File: config.mk
export PLATFORM = sky130hd
export DESIGN_NAME = bf_addsub_flat
export DESIGN_NICKNAME = d
export VERILOG_FILES = /design/src/rtl/bf_addsub_pkg.sv /design/src/rtl/bf_addsub_if.sv /design/src/rtl/bf_addsub_lane.sv /design/src/rtl/bf_addsub.sv /design/src/flat_wrapper.sv
export SDC_FILE = /design/constraint.sdc
export NUM_CORES = 1
export LEC_CHECK = 0
export CAP_MARGIN = 5
export CORE_AREA = 5 5 205 207
export CTS_BUF_LIST = sky130_fd_sc_hd__clkbuf_8
export CTS_CLUSTER_SIZE = 40
export DETAILED_ROUTE_END_ITERATION = 8
export DIE_AREA = 0 0 210 212
export REMOVE_ABC_BUFFERS = 1
export SLEW_MARGIN = 15
export SYNTH_ARGS = -nofsm -noshare
export SYNTH_HDL_FRONTEND = slang
export SYNTH_SLANG_ARGS = --single-unit
File: constraint.sdc
create_clock -name clk -period 9.8 [get_ports clk]
set_input_delay 2.45 -clock clk [delete_from_list [all_inputs] [get_ports clk]]
set_output_delay 2.45 -clock clk [all_outputs]
set_load 0.01 [all_outputs]
File: src/rtl/bf_addsub_pkg.sv
// Shared constants and types for the butterfly add/sub stage that follows the
// modular multiplier: lane widths, moduli and the mode encoding.
package bf_addsub_pkg;

  localparam int KQ     = 3329;
  localparam int DQ     = 8380417;
  localparam int KW     = 12;
  localparam int DW     = 23;
  localparam int DATA_W = 24;

  typedef enum logic {
    MODE_K = 1'b0,
    MODE_D = 1'b1
  } mode_e;

  // One slot of the operand alignment chain.
  typedef struct packed {
    logic              valid;
    mode_e             mode;
    logic              inv;
    logic [DATA_W-1:0] u;
  } dly_t;

  function automatic logic [DATA_W-1:0] pack_dil(input logic [DW-1:0] v);
    return {1'b0, v};
  endfunction

endpackage

File: src/rtl/bf_addsub_if.sv
// Sample-in / result-out bundle of the butterfly add/sub stage.
// master drives samples and observes results; slave is the stage itself.
interface bf_addsub_if;
  import bf_addsub_pkg::*;

  logic              in_valid;
  logic              mode;
  logic              inv;
  logic [DATA_W-1:0] u_in;
  logic [DATA_W-1:0] wv_in;
  logic              out_valid;
  logic [DATA_W-1:0] x_out;
  logic [DATA_W-1:0] y_out;

  modport master (
    output in_valid, mode, inv, u_in, wv_in,
    input  out_valid, x_out, y_out
  );

  modport slave (
    input  in_valid, mode, inv, u_in, wv_in,
    output out_valid, x_out, y_out
  );

endinterface

File: src/rtl/bf_addsub_lane.sv
// One modular add/sub lane: registered corrected sum/difference, then an
// optional halving mod Q applied combinationally on the registered values.
module mod_addsub_lane #(
  parameter int W = 12,
  parameter int Q = 3329
) (
  input  logic         clk,
  input  logic         rst,
  input  logic [W-1:0] u_i,
  input  logic [W-1:0] wv_i,
  input  logic         inv_i,
  output logic [W-1:0] x_o,
  output logic [W-1:0] y_o
);

  localparam logic [W:0] QV = (W+1)'(Q);

  logic [W-1:0] s_d, s_q;
  logic [W-1:0] d_d, d_q;
  logic         inv_q;
  logic [W:0]   sum_s;
  logic [W:0]   dif_s;

  // Odd values get Q added first so the shift lands on (v+Q)/2; W+1 bits hold v+Q.
  function automatic logic [W-1:0] halve(input logic [W-1:0] v);
    logic [W:0] t;
    t = {1'b0, v} + (v[0] ? QV : {(W+1){1'b0}});
    return W'(t >> 1);
  endfunction

  always_comb begin
    sum_s = {1'b0, u_i} + {1'b0, wv_i};
    dif_s = {1'b0, u_i} - {1'b0, wv_i};
    if (sum_s >= QV) begin
      s_d = W'(sum_s - QV);
    end else begin
      s_d = W'(sum_s);
    end
    if (u_i < wv_i) begin
      d_d = W'(dif_s + QV);
    end else begin
      d_d = W'(dif_s);
    end
  end

  always_ff @(posedge clk) begin
    if (rst) begin
      s_q   <= {W{1'b0}};
      d_q   <= {W{1'b0}};
      inv_q <= 1'b0;
    end else begin
      s_q   <= s_d;
      d_q   <= d_d;
      inv_q <= inv_i;
    end
  end

  always_comb begin
    if (inv_q) begin
      x_o = halve(s_q);
      y_o = halve(d_q);
    end else begin
      x_o = s_q;
      y_o = d_q;
    end
  end

endmodule

File: src/rtl/bf_addsub.sv
// Butterfly add/sub stage: aligns u/mode/inv with the multiplier product, then
// produces x=(u+wv)[/2] and y=(u-wv)[/2] mod q two cycles after wv arrives.
module bf_addsub
  import bf_addsub_pkg::*;
#(
  parameter int MUL_LAT = 4
) (
  input logic        clk,
  input logic        rst,
  bf_addsub_if.slave io
);

  dly_t              dly_d;
  dly_t              dly_q [MUL_LAT];
  dly_t              tail_s;
  logic              v1_q;
  mode_e             mode1_q;
  logic [DATA_W-1:0] x_d, x_q;
  logic [DATA_W-1:0] y_d, y_q;
  logic              ov_d, ov_q;
  logic [KW-1:0]     khx_s, khy_s, klx_s, kly_s;
  logic [DW-1:0]     dx_s, dy_s;

  always_comb begin
    dly_d.valid = io.in_valid;
    dly_d.mode  = mode_e'(io.mode);
    dly_d.inv   = io.inv;
    dly_d.u     = io.u_in;
  end

  for (genvar i = 0; i < MUL_LAT; i++) begin : g_dly
    if (i == 0) begin : g_head
      always_ff @(posedge clk) begin
        if (rst) begin
          dly_q[i] <= '0;
        end else begin
          dly_q[i] <= dly_d;
        end
      end
    end else begin : g_tail
      always_ff @(posedge clk) begin
        if (rst) begin
          dly_q[i] <= '0;
        end else begin
          dly_q[i] <= dly_q[i-1];
        end
      end
    end
  end

  assign tail_s = dly_q[MUL_LAT-1];

  // All three lanes run every cycle; the delayed mode picks which result is kept.
  mod_addsub_lane #(.W(KW), .Q(KQ)) u_lane_khi (
    .clk   (clk),
    .rst   (rst),
    .u_i   (tail_s.u[2*KW-1:KW]),
    .wv_i  (io.wv_in[2*KW-1:KW]),
    .inv_i (tail_s.inv),
    .x_o   (khx_s),
    .y_o   (khy_s)
  );

  mod_addsub_lane #(.W(KW), .Q(KQ)) u_lane_klo (
    .clk   (clk),
    .rst   (rst),
    .u_i   (tail_s.u[KW-1:0]),
    .wv_i  (io.wv_in[KW-1:0]),
    .inv_i (tail_s.inv),
    .x_o   (klx_s),
    .y_o   (kly_s)
  );

  mod_addsub_lane #(.W(DW), .Q(DQ)) u_lane_dil (
    .clk   (clk),
    .rst   (rst),
    .u_i   (tail_s.u[DW-1:0]),
    .wv_i  (io.wv_in[DW-1:0]),
    .inv_i (tail_s.inv),
    .x_o   (dx_s),
    .y_o   (dy_s)
  );

  always_ff @(posedge clk) begin
    if (rst) begin
      v1_q    <= 1'b0;
      mode1_q <= MODE_K;
    end else begin
      v1_q    <= tail_s.valid;
      mode1_q <= tail_s.mode;
    end
  end

  always_comb begin
    x_d  = x_q;
    y_d  = y_q;
    ov_d = v1_q;
    if (v1_q) begin
      case (mode1_q)
        MODE_D: begin
          x_d = pack_dil(dx_s);
          y_d = pack_dil(dy_s);
        end
        MODE_K: begin
          x_d = {khx_s, klx_s};
          y_d = {khy_s, kly_s};
        end
        default: begin
          x_d = x_q;
          y_d = y_q;
        end
      endcase
    end else begin
      x_d = x_q;
      y_d = y_q;
    end
  end

  always_ff @(posedge clk) begin
    if (rst) begin
      ov_q <= 1'b0;
      x_q  <= {DATA_W{1'b0}};
      y_q  <= {DATA_W{1'b0}};
    end else begin
      ov_q <= ov_d;
      x_q  <= x_d;
      y_q  <= y_d;
    end
  end

  assign io.out_valid = ov_q;
  assign io.x_out     = x_q;
  assign io.y_out     = y_q;

endmodule
File: src/flat_wrapper.sv
// flat-port wrapper written by rule: the top's interface ports become plain ports
module bf_addsub_flat import bf_addsub_pkg::*;
#(
  parameter int MUL_LAT = 4
)
  (clk, rst, io_in_valid, io_mode, io_inv, io_u_in, io_wv_in, io_out_valid, io_x_out, io_y_out);
  bf_addsub_if io_i ();
  input logic clk;
  input logic rst;
  input wire logic [$bits(io_i.in_valid)-1:0] io_in_valid;
  input wire logic [$bits(io_i.mode)-1:0] io_mode;
  input wire logic [$bits(io_i.inv)-1:0] io_inv;
  input wire logic [$bits(io_i.u_in)-1:0] io_u_in;
  input wire logic [$bits(io_i.wv_in)-1:0] io_wv_in;
  output wire logic [$bits(io_i.out_valid)-1:0] io_out_valid;
  output wire logic [$bits(io_i.x_out)-1:0] io_x_out;
  output wire logic [$bits(io_i.y_out)-1:0] io_y_out;
  assign io_i.in_valid = io_in_valid;
  assign io_i.mode = io_mode;
  assign io_i.inv = io_inv;
  assign io_i.u_in = io_u_in;
  assign io_i.wv_in = io_wv_in;
  assign io_out_valid = io_i.out_valid;
  assign io_x_out = io_i.x_out;
  assign io_y_out = io_i.y_out;
  bf_addsub #(.MUL_LAT(MUL_LAT)) u_core (.clk(clk), .rst(rst), .io(io_i));
endmodule
==> results of run 1 <==
stage by stage:
| step | util (%) | hold slack, ns | setup slack, ns |
|---|---|---|---|
| floorplan | - | 0.414 | 3.99 |
| global placement | 42.8 | 0.415 | 2.75 |
| detailed placement | 42.8 | 0.421 | 2.63 |
| CTS | 45.4 | 0.434 | 3.27 |
| global route | 45.4 | 0.443 | 2.94 |
| finish | 45.4 | 0.430 | 3.22 |
where the power goes:
group | leakage (nW) | internal [W] | switching (W)
logic | 4.45 | 0.000190 | 0.000254
clock network | 0.558 | 0.000645 | 0.000452
registers | 2.09 | 0.00109 | 0.0000517
flip-flops by register name, indices dropped and copies added (netlist names), 23 cells and up:
| register | count |
|---|---|
| u_core.dly_q | 108 |
| u_core.io.y_out | 24 |
| u_core.io.x_out | 24 |
| u_core.u_lane_dil.s_q | 23 |
| u_core.u_lane_dil.d_q | 23 |
path summary, 6_finish.rpt:
kind / to / cells after the start / slack [ns]
worst max-delay path: u_core.u_lane_dil.d_q[22] / 13 / 3.22
worst min-delay path: u_core.dly_q[3][3] / 1 / 0.43
worst max register to register: u_core.u_lane_dil.d_q[22] / 13 / 5.22
worst min register to register: u_core.dly_q[3][3] / 1 / 0.43
critical path, delay by kind of cell:
| kind | cells | cell delay (ns) |
|---|---|---|
| compound gates | 5 | 2.02 |
| xor+xnor | 1 | 0.32 |
| fa+ha+maj | 2 | 0.57 |
| buf+inv | 2 | 0.55 |
| mux | 1 | 0.30 |
| simple gates | 2 | 0.86 |
layer usage:
metal | routed length (um) | GRT usage (%) | part of all wire (%) | up-vias
li1 | - | - | - | 6866
met1 | 20900 | 26.8 | 48 | 6435
met2 | 19100 | 29.9 | 44 | 381
met3 | 2420 | 3.53 | 5.6 | 87
met4 | 1090 | 5.63 | 2.5 | 0
met5 | 0 | 0 | 0 | -
layout make-up:
cell class | instances | area [um^2] | share of cell area [%]
Multi-Input combinational cell | 1478 | 10100 | 55.4
Sequential cell | 254 | 5090 | 27.9
Timing Repair Buffer | 109 | 1090 | 5.96
Clock buffer | 59 | 812 | 4.45
Tap cell | 532 | 666 | 3.65
Inverter | 72 | 270 | 1.48
Clock inverter | 22 | 206 | 1.13
Antenna cell | 1 | 2.50 | 0.0137
cell usage after synthesis (14+ instances only):
cell type,n,area share (%)
sky130_fd_sc_hd__dfxtp_1,254,32
sky130_fd_sc_hd__nor2_1,216,5.1
sky130_fd_sc_hd__a21oi_1,141,4.5
sky130_fd_sc_hd__nor2b_1,123,4.9
sky130_fd_sc_hd__xnor2_1,111,6.1
sky130_fd_sc_hd__nand2_1,101,2.4
sky130_fd_sc_hd__ha_1,93,7.3
sky130_fd_sc_hd__o21ai_0,90,2.8
sky130_fd_sc_hd__inv_1,64,1.5
sky130_fd_sc_hd__clkbuf_1,62,1.5
sky130_fd_sc_hd__nor3_1,49,1.5
sky130_fd_sc_hd__nand3_1,48,1.5
sky130_fd_sc_hd__xor2_1,41,2.3
sky130_fd_sc_hd__mux2i_1,34,2.1
sky130_fd_sc_hd__a211oi_1,29,1.4
sky130_fd_sc_hd__a21o_1,26,1.2
sky130_fd_sc_hd__a31oi_1,25,0.99
sky130_fd_sc_hd__nand4_1,22,0.87
sky130_fd_sc_hd__or3_1,22,0.87
sky130_fd_sc_hd__and3_1,21,0.83
sky130_fd_sc_hd__o21a_1,18,0.85
sky130_fd_sc_hd__o211ai_1,17,0.81
sky130_fd_sc_hd__o21bai_1,16,0.76
sky130_fd_sc_hd__and2_1,15,0.59
sky130_fd_sc_hd__nand2b_1,14,0.55
logic make-up after synthesis:
group,count (synthesis),share of synthesized area [%]
AND/OR/NAND/NOR,697,22.3
flip-flops,254,32.1
adder cells (fa/ha/maj),97,7.85
XOR/XNOR,154,8.61
buffers and inverters,161,4.09
multiplexers,51,4.28
AO/OA/AOI/OAI,479,20.7
==> out/qor.tcl, run 1 <==
set qor(cts_num_sinks) 254
set qor(core_area_mm2) 0.0402
set qor(timing.hold.worst.start) {u_core.dly_q[2][3]}
set qor(clk_pin_slew_ns) 0.06
set qor(totalWireLength_mm) 43.5
set qor(post_synth.cell_area_avg_um2) 8.37
set qor(number_of_drc_markers_after_the_initial_detailed_route_iteration) 902
set qor(share_of_cells_above_drive_strength_1_pct) 7.67
set qor(synth.lib_cells_used.distinct) 98
set qor(die-area_mm2) 0.0445
set qor(grt_pass1_vias) 13000
set qor(required_time_reported_for_the_critical_path_endpoint_ns) 10.30
set qor(cts_root_buf) {sky130_fd_sc_hd__clkbuf_8}
set qor(flow.area_growth_from_synthesis_pct) 15.2
set qor(die_w_um) 210
set qor(critPathKind) {input pin to flip-flop}
set qor(max-clock-path-buffers) 3
set qor(tritoncts_clock_tree) {yes}
set qor(synth_top_flop_cell) {sky130_fd_sc_hd__dfxtp_1}
set qor(die_height_um) 212
set qor(final_design_area_no_fill_mm2) 0.0182
set qor(synthArstFlopShare_pct) 0
set qor(synth_enable_flop_cells) 0
set qor(powerDensity_mw_per_mm2) 147
set qor(hold_viol) 0
set qor(place_congestion) 0.915
set qor(grt_overflow) 0
set qor(post-cts-setup-buffer-count) 0
set qor(detail_route.first_pass.iterations) 5
set qor(fillCellCount) 4069
set qor(num_io_pins) 102
set qor(initial_core_utilization_pct) 39.4
set qor(dp_hpwl_mm) 32.4
set qor(final.setup_skew_ns) 0.0322
set qor(critPathCaptureType) {flip-flop}
set qor(crit_start) {io_wv_in[0]}
set qor(postSynthRegisterBits) 254
set qor(timing.final.crit_period_ns) 6.58
set qor(run_status) {complete, no violations}
set qor(cpPeakStageDelay_ns) 0.75
set qor(clock_latency_ns) 0.61
set qor(setup_total_negative_slack_ns) 0
set qor(drtAntennaViolNets) 0
set qor(worst_r2r_startpoint) {u_core.dly_q[3][0]}
set qor(finish.cell_count_without_fillers) 2527
set qor(cts-resized-gates) 0
set qor(yosysWarningCount) 0
set qor(total_of_buffers_placed_on_input_and_output_ports) 101
set qor(number_of_antenna_violations_at_the_first_check_in_global_routing) 0
set qor(layout.cells.most_common) {sky130_fd_sc_hd__dfxtp_1}
set qor(max_clock_freq_mhz) 152
set qor(num_vias) 13800
set qor(grt_pass1_wl_mm) 69.6
set qor(remaining_drc_errors) 0
set qor(finalPower_w) 0.00268
set qor(critical_path_arrival_ns) 7.08
set qor(critPathSlowestCell) {sky130_fd_sc_hd__nor2_1}
set qor(floorplan.rows) 74
set qor(cts_inserted_buffers) 45
set qor(finish.net_count) 2110
set qor(routed_via_density) 5.45
set qor(synth_area_mm2) 0.0158
set qor(power_leakage_nw) 7.10
set qor(report.final.slew_viol_count) 0
set qor(setup_repair_after_global_routing_missed_its_margin) {no}
set qor(groute.usage.overall_pct) 19.0
set qor(hold_buffers) 0
set qor(max-cap-violations) 0
set qor(setup_viol) 0
set qor(timing.hold.worst.class) {flip-flop to flip-flop}
set qor(cts-htree-levels) 2
set qor(most-common-layout-cells) {sky130_fd_sc_hd__dfxtp_1 (251), sky130_fd_sc_hd__nor2_1 (216), sky130_fd_sc_hd__a21oi_1 (141)}
set qor(path_cells) {clkdlybuf4s50_1 -> ha_1 -> inv_1 -> fa_1 -> a211oi_1 -> o21ai_1 -> a31oi_1 -> a21oi_1 -> nor2_1 -> xnor2_1 -> o41ai_1 -> nor4_1 -> mux2_2}
set qor(max-slew-margin-rel_pct) 31.4
set qor(grt_start_max_net_pins) 175
set qor(layout_worst_path_cycle_share_pct) 67.2
set qor(synth_sequential_area_ratio_pct) 32.1
set qor(ir_worst_vdd_v) 0.0000799
set qor(critical_path_peak_fanout) 12
set qor(worstMarginPinSlew_ns) 1.02
set qor(critPathLaunchType) {input pin}
set qor(synthesis.instances) 1893
set qor(route.detailed.wl_per_inst_um) 17.2
set qor(post_dp_cell_area_mm2) 0.0172
set qor(dp_cells) 2445
Note: power is estimated with default switching activity, not from simulation.
==> run 2, diff against run 1 <==
==> constraint.sdc (replaced) <==
create_clock -name clk -period 6.04 [get_ports clk]
set_input_delay 1.51 -clock clk [delete_from_list [all_inputs] [get_ports clk]]
set_output_delay 1.51 -clock clk [all_outputs]
set_load 0.01 [all_outputs]
==> out/qor.tcl, run 2 (same netlist as run 1, synthesis figures left out) <==
set qor(hold_path_depth) 1 ;# unchanged
set qor(share_of_power_burned_in_the_clock_network_pct) 37.3 ;# -3.7 points
set qor(routed_via_density) 5.37 ;# -1.4%
set qor(grt_start_max_net_pins) 101 ;# -42%
set qor(dp_hpwl_mm) 32.7 ;# +0.94%
set qor(drtAntennaViolNets) 0 ;# unchanged
set qor(die-area_mm2) 0.0445 ;# unchanged
set qor(finish.net_count) 2137 ;# +1.3%
set qor(totalWireLength_mm) 42.8 ;# -1.6%
set qor(share_of_cells_above_drive_strength_1_pct) 8.68 ;# +1.0 points
set qor(multiInputGateArea_mm2) 0.0101 ;# unchanged
set qor(post-cts-setup-buffer-count) 0 ;# unchanged
set qor(grt_util_met1_pct) 26.2 ;# -0.65 points
set qor(clock_latency_ns) 0.61 ;# about the same
set qor(required_time_reported_for_the_critical_path_endpoint_ns) 6.53 ;# -3.77 ns
set qor(critPathKind) {input pin to flip-flop}
set qor(report.final.slew_viol_count) 0 ;# unchanged
set qor(floorplan.rows) 74 ;# unchanged
set qor(grt_pass1_vias) 13000 ;# +0.25%
set qor(post_dp_cell_area_mm2) 0.0174 ;# +1.2%
set qor(ir_worst_vdd_v) 0.000168 ;# +110%
set qor(ff2ff_path_depth) 13 ;# unchanged
set qor(cell_internal_pwr_w) 0.00294 ;# +53%
set qor(cts-resized-gates) 0 ;# unchanged
set qor(reg2reg_setup_slack_ns) 1.93 ;# -3.29 ns
set qor(timing.final.crit_period_ns) 5.19
set qor(use_met2_pct) 30.6 ;# +0.65 points
set qor(comb_power_share_pct) 17.8 ;# +1.2 points
set qor(critPathSlowestCell) {sky130_fd_sc_hd__o32ai_1}
set qor(max_clock_freq_mhz) 193
set qor(run_status) {complete, no violations}
set qor(hold_buffers) 0 ;# unchanged
set qor(fillCellCount) 4000 ;# -1.7%
set qor(layout_worst_path_cycle_share_pct) 85.9
set qor(netSwitchingFraction_pct) 28.6 ;# +0.34 points
set qor(worst_hold_path.endpoint) {u_core.dly_q[3][4]}
set qor(final.setup_skew_ns) 0.0371 ;# +0.00495 ns
set qor(route.detailed.wl_per_inst_um) 16.8 ;# -2.5%
set qor(core_area_mm2) 0.0402 ;# unchanged
set qor(max-cap-violations) 0 ;# unchanged
set qor(initial_core_utilization_pct) 39.4 ;# unchanged
set qor(max-clock-path-buffers) 3 ;# unchanged
set qor(die_height_um) 212 ;# unchanged
set qor(cts_root_buf) {sky130_fd_sc_hd__clkbuf_8}
set qor(max-slew-margin-rel_pct) 44.4 ;# +13 points
set qor(cts_num_sinks) 254 ;# unchanged
set qor(path_buf_inv) 2 ;# unchanged
set qor(worstMarginPinSlew_ns) 0.827 ;# -0.196 ns
set qor(path_delay_family) {compound AO/OA/AOI/OAI gates}
set qor(critical_path_arrival_ns) 5.67 ;# -1.41 ns
set qor(gr-usage-met3_pct) 2.74 ;# -0.78 points
set qor(detail_route.first_pass.iterations) 5 ;# unchanged
set qor(critPathLaunchType) {input pin}
set qor(grt_overflow) 0 ;# unchanged
set qor(seqPwrFrac_pct) 44.8 ;# +2.3 points
set qor(timing.hold.worst.class) {flip-flop to flip-flop}
set qor(setup_repair_after_global_routing_missed_its_margin) {no}
set qor(most-common-layout-cells) {sky130_fd_sc_hd__dfxtp_1 (251), sky130_fd_sc_hd__nor2_1 (216), sky130_fd_sc_hd__a21oi_1 (141)}
set qor(groute.usage.overall_pct) 19.0 ;# -0.063 points
set qor(largest-register) {u_core.dly_q}
set qor(num_vias) 13700 ;# -0.46%
set qor(cts_inserted_buffers) 42 ;# -6.7%
set qor(total_of_buffers_placed_on_input_and_output_ports) 101 ;# unchanged
set qor(area.sequential_mm2) 0.00509 ;# unchanged
set qor(remaining_drc_errors) 0 ;# unchanged
set qor(cts-htree-levels) 2 ;# unchanged
set qor(place_congestion) 0.898 ;# -1.9%
set qor(die_w_um) 210 ;# unchanged
set qor(critical_path_peak_fanout) 6 ;# -6
set qor(critical_path.reg2reg.endpoint) {u_core.u_lane_dil.d_q[22]}
set qor(tritoncts_clock_tree) {yes}
set qor(clk_pin_slew_ns) 0.06 ;# about the same
set qor(worst_r2r_startpoint) {u_core.dly_q[3][0]}
set qor(number_of_antenna_violations_at_the_first_check_in_global_routing) 0 ;# unchanged
set qor(grt.busiest_layer) {met2}
set qor(switching_power_w) 0.00118 ;# +55%
set qor(final_design_area_no_fill_mm2) 0.0183 ;# +0.36%
set qor(timing.hold.worst.start) {u_core.dly_q[2][4]}
set qor(number_of_flip_flops_under_the_largest_register_name) 108 ;# unchanged
set qor(layout.cells.most_common) {sky130_fd_sc_hd__dfxtp_1}
set qor(setup_total_negative_slack_ns) 0 ;# unchanged
set qor(num_io_pins) 102 ;# unchanged
set qor(path_cells) {clkdlybuf4s50_1 -> inv_1 -> fa_1 -> a211oi_1 -> o21ai_1 -> a31oi_1 -> a21oi_1 -> o32ai_1 -> xnor2_1 -> nand4b_1 -> nor4_1 -> mux2_2}
set qor(grt_pass1_wl_mm) 69.0 ;# -0.88%
set qor(setup_viol) 0 ;# unchanged
set qor(flow.area_growth_from_synthesis_pct) 15.6
set qor(hold_viol) 0 ;# unchanged
set qor(critPathCaptureType) {flip-flop}
set qor(cpPeakStageDelay_ns) 0.56 ;# -0.19 ns
set qor(powerDensity_mw_per_mm2) 225 ;# +53%
set qor(number_of_drc_markers_after_the_initial_detailed_route_iteration) 765 ;# -15%
set qor(power_leakage_nw) 7.18 ;# +1.1%
run 2: metrics by stage:
step	power [W]	util, %	std cells	hold WS (ns)	worst slack [ns]
2_1_floorplan	0.00236	-	1804	0.414	1.17
6_report	0.00411	45.6	2550	0.422	0.854
3_3_place_gp	0.00259	43.4	2475	0.415	0.374
3_5_place_dp	0.00261	43.4	2475	0.420	0.254
4_1_cts	0.00418	45.5	2549	0.424	0.901
5_1_grt	0.00435	45.5	2549	0.436	0.532
run 2: worst register-to-register path, delay by kind of cell, from the launching register on:
kind | cells | cell delay (ns)
buf+inv | 2 | 0.10
fa+ha+maj | 2 | 0.54
compound gates | 5 | 1.74
flops | 1 | 0.31
xor+xnor | 1 | 0.27
mux | 1 | 0.38
simple gates | 2 | 0.67
run 2: worst max-delay path by stage:
stage	startpoint	to	slack, ns	cells past startpoint
after floorplan	io_wv_in[5]	u_core.u_lane_dil.s_q[3]	1.17	12
after global placement	io_wv_in[0]	u_core.u_lane_dil.d_q[22]	0.37	14
after detailed placement	io_wv_in[0]	u_core.u_lane_dil.d_q[22]	0.25	14
after CTS	io_wv_in[1]	u_core.u_lane_dil.d_q[22]	0.90	13
after global routing	io_wv_in[1]	u_core.u_lane_dil.d_q[22]	0.53	12
final	io_wv_in[1]	u_core.u_lane_dil.d_q[22]	0.85	12
run 2: cell type report:
type,count,area share [%]
inverter,72,1.48
clock inverter,16,0.403
sequential,254,27.8
multi-input combinational,1478,55.2
tap,532,3.64
antenna,1,0.0137
timing repair buffer,139,7.10
clock buffer,58,4.36
run 2: power groups by stage:
stage | registers (W) | clock network [W] | logic (W)
after floorplan | 0.00185 | 0 | 0.000501
after global placement | 0.00188 | 0 | 0.000715
after detailed placement | 0.00188 | 0 | 0.000726
after CTS | 0.00184 | 0.00161 | 0.000730
after global routing | 0.00186 | 0.00168 | 0.000814
final | 0.00185 | 0.00154 | 0.000732
run 2: metal layers:
layer,wire length (um),share of wire [%]
met5,0,0
met4,1250,2.9
met3,2250,5.2
met2,19100,45
met1,20200,47
==> run 3, diff against run 2 <==
--- a/config.mk
+++ b/config.mk
@@ -5,6 +5,7 @@
 export SDC_FILE = /design/constraint.sdc
 export NUM_CORES = 1
 export LEC_CHECK = 0
+export ABC_CLOCK_PERIOD_IN_PS = 6040
 export CAP_MARGIN = 5
 export CORE_AREA = 5 5 205 207
 export CTS_BUF_LIST = sky130_fd_sc_hd__clkbuf_8
==> results of run 3 <==
Final layout, timing and power as in run 2 (identical DEF).
